==> config.mk <==
export PLATFORM = sky130hd
export DESIGN_NAME = dec_digit_serializer
export DESIGN_NICKNAME = d
export VERILOG_FILES = /design/src/rtl/dec_digit_serializer.sv
export SDC_FILE = /design/constraint.sdc
export NUM_CORES = 1
export LEC_CHECK = 0
export CAP_MARGIN = 25
export CORE_MARGIN = 2
export CORE_UTILIZATION = 35
export CTS_CLUSTER_DIAMETER = 40
export CTS_CLUSTER_SIZE = 25
export DETAILED_ROUTE_END_ITERATION = 10
export GPL_ROUTABILITY_DRIVEN = 0
export SYNTH_ARGS = -nofsm -noshare
export SYNTH_HDL_FRONTEND = slang
export SYNTH_SLANG_ARGS = --single-unit
==> constraint.sdc <==
create_clock -name clk -period 13.69 [get_ports clk]
set_input_delay 1.369 -clock clk [delete_from_list [all_inputs] [get_ports clk]]
set_output_delay 1.369 -clock clk [all_outputs]
set_load 0.03 [all_outputs]
==> src/rtl/dec_digit_serializer.sv <==
`default_nettype none
// +--------------------------------------------------------------------------+
// | dec_digit_serializer: binary value -> decimal digits, MSD first, no      |
// | leading zeros. Revision 1.0                                              |
// +--------------------------------------------------------------------------+

module division_flash #(
    parameter int BIT_DEPTH = 32
) (
    input  logic [BIT_DEPTH-1:0] dividend,
    input  logic [BIT_DEPTH-1:0] divisor,
    output logic [BIT_DEPTH-1:0] quotient,
    output logic [BIT_DEPTH-1:0] remainder
);
    always_comb begin
        quotient  = '1;
        remainder = dividend;
        if (divisor != '0) begin
            quotient  = dividend / divisor;
            remainder = dividend % divisor;
        end
    end
endmodule

module dec_digit_serializer #(
    parameter int BIT_DEPTH = 32,
    parameter int DIGITS    = 10
) (
    input  logic                 clk,
    input  logic                 rst_n,
    input  logic                 in_valid,
    output logic                 in_ready,
    input  logic [BIT_DEPTH-1:0] in_value,
    output logic                 out_valid,
    input  logic                 out_ready,
    output logic [3:0]           out_digit,
    output logic                 out_last,
    output logic                 busy
);
    localparam int CW = (DIGITS > 1) ? $clog2(DIGITS) : 1;
    localparam logic [BIT_DEPTH-1:0] C_TEN = BIT_DEPTH'(10);

    typedef enum logic [1:0] {
        S_IDLE   = 2'd0,
        S_DIVIDE = 2'd1,
        S_EMIT   = 2'd2
    } state_t;

    state_t               state_q, state_d;
    logic [BIT_DEPTH-1:0] work_q, work_d;
    logic [3:0]           dig_q [DIGITS];
    logic [3:0]           dig_d [DIGITS];
    logic [CW-1:0]        cnt_q, cnt_d;
    logic [CW-1:0]        idx_q, idx_d;

    logic [BIT_DEPTH-1:0] w_quo;
    logic [BIT_DEPTH-1:0] w_rem;
    logic [BIT_DEPTH-5:0] w_rem_hi_unused;

    division_flash #(
        .BIT_DEPTH (BIT_DEPTH)
    ) u_div (
        .dividend  (work_q),
        .divisor   (C_TEN),
        .quotient  (w_quo),
        .remainder (w_rem)
    );

    // Remainder of a divide-by-ten never exceeds 9, so only the nibble matters.
    assign w_rem_hi_unused = w_rem[BIT_DEPTH-1:4];

    always_comb begin
        state_d = state_q;
        work_d  = work_q;
        dig_d   = dig_q;
        cnt_d   = cnt_q;
        idx_d   = idx_q;
        case (state_q)
            S_IDLE: begin
                if (in_valid) begin
                    work_d  = in_value;
                    cnt_d   = '0;
                    state_d = S_DIVIDE;
                end
            end
            S_DIVIDE: begin
                dig_d[cnt_q] = w_rem[3:0];
                cnt_d        = cnt_q + 1'b1;
                work_d       = w_quo;
                if (w_quo == '0) begin
                    idx_d   = cnt_q;
                    state_d = S_EMIT;
                end
            end
            S_EMIT: begin
                if (out_ready) begin
                    if (idx_q == '0) begin
                        state_d = S_IDLE;
                    end else begin
                        idx_d = idx_q - 1'b1;
                    end
                end
            end
            default: state_d = S_IDLE;
        endcase
    end

    always_ff @(posedge clk or negedge rst_n) begin
        if (!rst_n) begin
            state_q <= S_IDLE;
            work_q  <= '0;
            cnt_q   <= '0;
            idx_q   <= '0;
            for (int i = 0; i < DIGITS; i++) begin
                dig_q[i] <= 4'd0;
            end
        end else begin
            state_q <= state_d;
            work_q  <= work_d;
            cnt_q   <= cnt_d;
            idx_q   <= idx_d;
            dig_q   <= dig_d;
        end
    end

    assign in_ready  = (state_q == S_IDLE);
    assign busy      = (state_q != S_IDLE);
    assign out_valid = (state_q == S_EMIT);
    assign out_digit = out_valid ? dig_q[idx_q] : 4'd0;
    assign out_last  = out_valid && (idx_q == '0);

endmodule
`default_nettype wire

-- Word level (Yosys, flattened, before mapping)
Cells that the tools add are included.
- mux-type cells: 20
- reductions and logical operators: 11
- bitwise operators: 2
- order comparisons: 3
- equal/unequal tests: 7
- add/sub/neg operators: 2
- divide/modulo/power cells: 2
- operators with widths (kind ; number):
    32-bit one-hot mux with 2 select lines ; 1
    40-bit bitwise mux ; 1
    32-bit by 4-bit divider with 32-bit output (second input constant) ; 1
    32-bit logical NOT ; 1
    32-bit by 4-bit remainder unit with 32-bit output (second input constant) ; 1
    32-bit 2-to-1 mux ; 1
    4-bit 2-to-1 mux ; 8
    4-bit binary-select mux with 4-bit select ; 1
    4-bit demux with 4-bit select ; 1
    4-bit one-hot mux with 2 select lines ; 2
    5-bit greater-or-equal comparator (second input constant) ; 2
    4-bit inverter with 5-bit output ; 2
    2-bit 2-to-1 mux ; 4
    4-bit AND reduction ; 2
    2-bit inequality test (second input constant) ; 3
    2-bit one-hot mux with 3 select lines ; 1
    2-bit nonzero test ; 3
    5-bit by 1-bit less-than comparator with 1-bit output (second input constant) ; 1
    4-bit by 1-bit adder with 4-bit output (second input constant) ; 1
    4-bit logical NOT ; 1
    2-bit by 1-bit inequality test with 1-bit output (second input constant) ; 2
    4-bit by 1-bit subtractor with 4-bit output (second input constant) ; 1
    2-bit by 1-bit equality test with 1-bit output (second input constant) ; 1
    2-bit equality test (second input constant) ; 1
    other kinds (3) ; 4
- logic and storage cells: 61
- output and inout bits: 8
- bits in registers: 82
- bits of input ports: 36

-- Longest topological paths before layout
Gate-level depths: netlist of run 1.
- word-level depth: 6
- mapped depth: 52
- depth with buffers taken out: 38

-- By module
A second synthesis of run 1 with hierarchy kept.
- cells, all modules: 4977
- area total of the unflattened synthesis: 34858.4 sq um
- modules (own cells, without submodules) (module ; cells an instance ; seq. area each (sq um) ; area an instance (sq um) ; times used):
    division_flash ; 4619 ; 0.0 ; 30862.1 ; 1
    dec_digit_serializer ; 358 ; 2052.0 ; 3996.3 ; 1

-- Worst setup path after synthesis of run 1
OpenSTA, ideal clock, no wires.
- path kind: register -> register
- from: register work_q[27]
- to: register dig_q[7] (netlist name)
- clock period less this slack: 9.859 ns
- library setup time: 0.124 ns
- buffers on the path: 5
- cell stages (with the launch flop): 44
- path slack: 3.831 ns
- data required time: 13.566 ns
- data arrival time: 9.735 ns
- cell sequence: dfrtp_1 -> or2_1 -> a211o_1 -> a21o_1 -> nor2_2 -> mux4_2 -> o32a_4 -> xnor2_1 -> a221o_1 -> o2111ai_1 -> and3b_1 -> buf_4 -> and3_4 -> nor3_1 -> o41a_1 -> buf_4 -> a21oi_1 -> o21ai_1 -> [8 not listed] -> nand2_1 -> o21ai_0 -> a311oi_2 -> o211ai_2 -> a311oi_2 -> nand2_1 -> a21o_1 -> a311oi_4 -> mux2_1 -> o21ai_0 -> a21oi_1 -> or2_1 -> buf_2 -> buf_6 -> and4_1 -> o31ai_1 -> o311a_4 -> o21ai_1
- word-level cells in the longest chain between the ends: 2
- RTL lines (item ; RTL line ; text):
    start: declaration ; 50 ; logic [BIT_DEPTH-1:0] work_q, work_d;
    start signal: assignment ; 119 ; work_q <= work_d;
    32-bit by 4-bit remainder unit with 32-bit output ; 20 ; remainder = dividend % divisor;
    40-bit bitwise mux ; 87 ; dig_d[cnt_q] = w_rem[3:0];
    end signal: assignment ; 122 ; dig_q <= dig_d;
    end: declaration ; 51 ; logic [3:0] dig_q [DIGITS];
No other way between the ends.
A chain may end at the register's enable or synchronous reset.

-- Worst setup path after layout of run 1
- from: register work_q[28]
- to: register dig_q[21] (netlist name)
The elaborated chain is that of the path after synthesis.

==> reports/metrics.csv, run 1 <==
metric;value;unit
input/output buffers;43;
Sink Count;82;
minimum clock period;12690;ps
Fin Setup TNS;0;ps
GRT overflow;0;
CTS buffer count;9;
# fillers;3252;
die width;183.1;um
Synth Cell Area;11220;um^2
number of synthesis warnings;0;
wire length per cell;19.02;um
CP max stage cell;dfrtp_1;
Hold Vio Cnt, Final;0;
Core Rows;65;
asr flop ratio synth;100.0;%
Top cell by count, worst path;buf_4;
Total GRT Usage;20.43;%
clk_lat worst skew;340;ps
Worst EP arrival;12970;ps
Max Slew Vio Count;0;
DRC violations left;0;
Initial Util;35.57;%
cell family with most CP delay;compound AO/OA/AOI/OAI gates;
RSZ-0062 raised after global routing;no;
Worst slew margin;36.71;%
Syn Inst Count;1521;
Reg clk slew, reported paths;60;ps
critical path class;reg2reg;
post-synthesis register bit count;82;
Clock Path Buffers;2;
area occupied by multi-input gates;8294;um^2
period utilisation layout;92.68;%
Final ANT Viol Nets;0;
Crit path largest cell delay;800;ps
Layout area overhead;6.443;%
sequential cell area;2053;um^2
post-synth cell types;119;
Antenna diodes;0;
Final nets;1489;
Worst setup EP type;register;
H-Tree Depth;3;
Critical path buffers and inverters;5;
Max FO, Critical Path;26;
CTS tree;done;
Initial DRC Count;1640;
Syn Area/Cell;7.380;um^2
Worst Max-Slew Pin Slew;943.7;ps
type of origin of the critical path;register;
HPWL Detailed;24580;um
max_cap viols;0;
Synth Flop Type;dfrtp_1;
Max Clock Freq;78.82;MHz
post-synthesis sequential area ratio;18.28;%
share of layout cells above drive strength 1;11.10;%
most frequent cells in the layout;nand2_1, nor2_1, a21oi_1;
status;complete, no violations;
Post-synth EDFFs;0;
clock skew;3.496;ps
Core Region;31560;um^2
DR vias/cell;6.589;
most common cell after layout, fill and taps aside;nand2_1;
Die Y;183.1;um
I/O pins;44;
HP Class;reg2reg;
Root Buffer;clkbuf_16;
global-route wire length before repair;57470;um
DRT Wirelength;35240;um
via count;12209;
vias in the first global route;10738;
total iterations of the first detailed-routing run;8;
largest net degree at the start of global routing;71;
initial antenna violation count;0;
final setup vio count;0;
die area;33520;um^2
Critical Path RT;13970;ps
Net Count, Synth;1563;
## registers in the layout, summed over array words and instances (netlist names)
name     count
dig_q       40
work_q      32
cnt_q        4
idx_q        4
state_q      2
## worst min-delay path: stages, from the launching register on
cell	delay (ps)
dfrtp_1	340
nand2_1	50
o21ai_1	60
## metrics by stage
step	hold slack [ps]	area, um^2	setup WS, ps	instances	util, %
after floorplan	450.3	11220	3831	1521	-
after global placement	465.9	11620	996.9	1835	36.84
after detailed placement	472.8	11620	844.4	1835	36.84
after CTS	485.6	11890	792.4	1850	37.67
after global routing	503.3	11950	127.2	1853	37.86
final	484.2	11950	1003	1853	37.86
## layout make-up
cell class	instances	share of cell area, %
Timing Repair Buffer	72	5.404
Clock buffer	12	2.063
Inverter	50	1.571
Clock inverter	3	0.1466
Tap cell	402	4.210
Sequential cell	82	17.19
Multi-Input combinational cell	1232	69.42
## worst paths after layout
kind	slack, ps	end	depth (start not counted)	from
max	1000	dig_q[21]$_DFFE_PN0P_	41	work_q[28]$_DFFE_PN0P_
min reg2reg	480	dig_q[11]$_DFFE_PN0P_	2	dig_q[11]$_DFFE_PN0P_
max in group asynchronous	11660	state_q[0]$_DFFE_PN0P_	2	rst_n
min	480	dig_q[11]$_DFFE_PN0P_	2	dig_q[11]$_DFFE_PN0P_
min in group asynchronous	860	idx_q[3]$_DFFE_PN0P_	1	rst_n
max reg2reg	1000	dig_q[21]$_DFFE_PN0P_	41	work_q[28]$_DFFE_PN0P_
## routing by layer
layer | global-route usage (%) | vias up | share of wire, %
li1 | - | 5730 | -
met1 | 29.56 | 5832 | 45
met2 | 32.47 | 579 | 46
met3 | 2.264 | 68 | 7.1
met4 | 4.928 | 0 | 1.9
met5 | 0 | - | 0
## cells in the mapped netlist, drive strengths merged (10+ instances only)
cell type | count | area share (%)
a2111oi | 14 | 1.1
a211o | 17 | 1.3
a211oi | 27 | 2.0
a21o | 14 | 0.94
a21oi | 116 | 5.2
a221oi | 10 | 1.2
a22o | 15 | 1.2
a31oi | 41 | 2.5
and2 | 22 | 1.3
and3 | 10 | 0.60
buf | 56 | 3.2
clkbuf | 101 | 3.4
clkinv | 10 | 0.33
dfrtp | 82 | 18
inv | 40 | 1.3
mux2 | 16 | 1.6
mux2i | 19 | 1.7
mux4 | 11 | 2.2
nand2 | 138 | 4.7
nand3 | 60 | 2.8
nand4 | 23 | 1.3
nor2 | 136 | 4.7
nor2b | 18 | 1.0
nor3 | 51 | 2.3
nor3b | 22 | 1.5
nor4 | 23 | 1.4
o2111ai | 22 | 1.9
o211ai | 20 | 1.5
o21a | 16 | 1.1
o21ai | 109 | 5.0
o221ai | 12 | 1.1
o22ai | 24 | 1.3
o31ai | 21 | 1.6
xnor2 | 21 | 1.6
## cell families (layout without fill, tap and decap cells)
| family | count (synthesis) | in the layout | synth area share, % |
|---|---|---|---|
| adder cells (fa/ha/maj) | 6 | 6 | 0.6688 |
| flip-flops | 82 | 82 | 18.28 |
| XOR/XNOR | 21 | 21 | 1.639 |
| AND/OR/NAND/NOR | 554 | 554 | 25.06 |
| buffers and inverters | 207 | 137 | 8.249 |
| AO/OA/AOI/OAI | 605 | 605 | 40.60 |
| multiplexers | 46 | 46 | 5.507 |
## what timing repair did
action	4_1_cts	5_1_grt
setup buffers	0	3
hold endpoints to repair	0	0
resized for setup	0	7
endpoints found under the setup margin	0	35
hold buffers	0	0
Power of run 1 is left out: the tool's default activity adds up to more than one toggle a clock period on the data nets, which glitch-free logic cannot reach.
==> run 2: changes to the inputs <==
Settings changed: SLEW_MARGIN set to 20.
==> results of run 2 <==
The final DEF is identical to that of run 1; final timing and power are the same.
Power of run 2 is left out for the same reason.
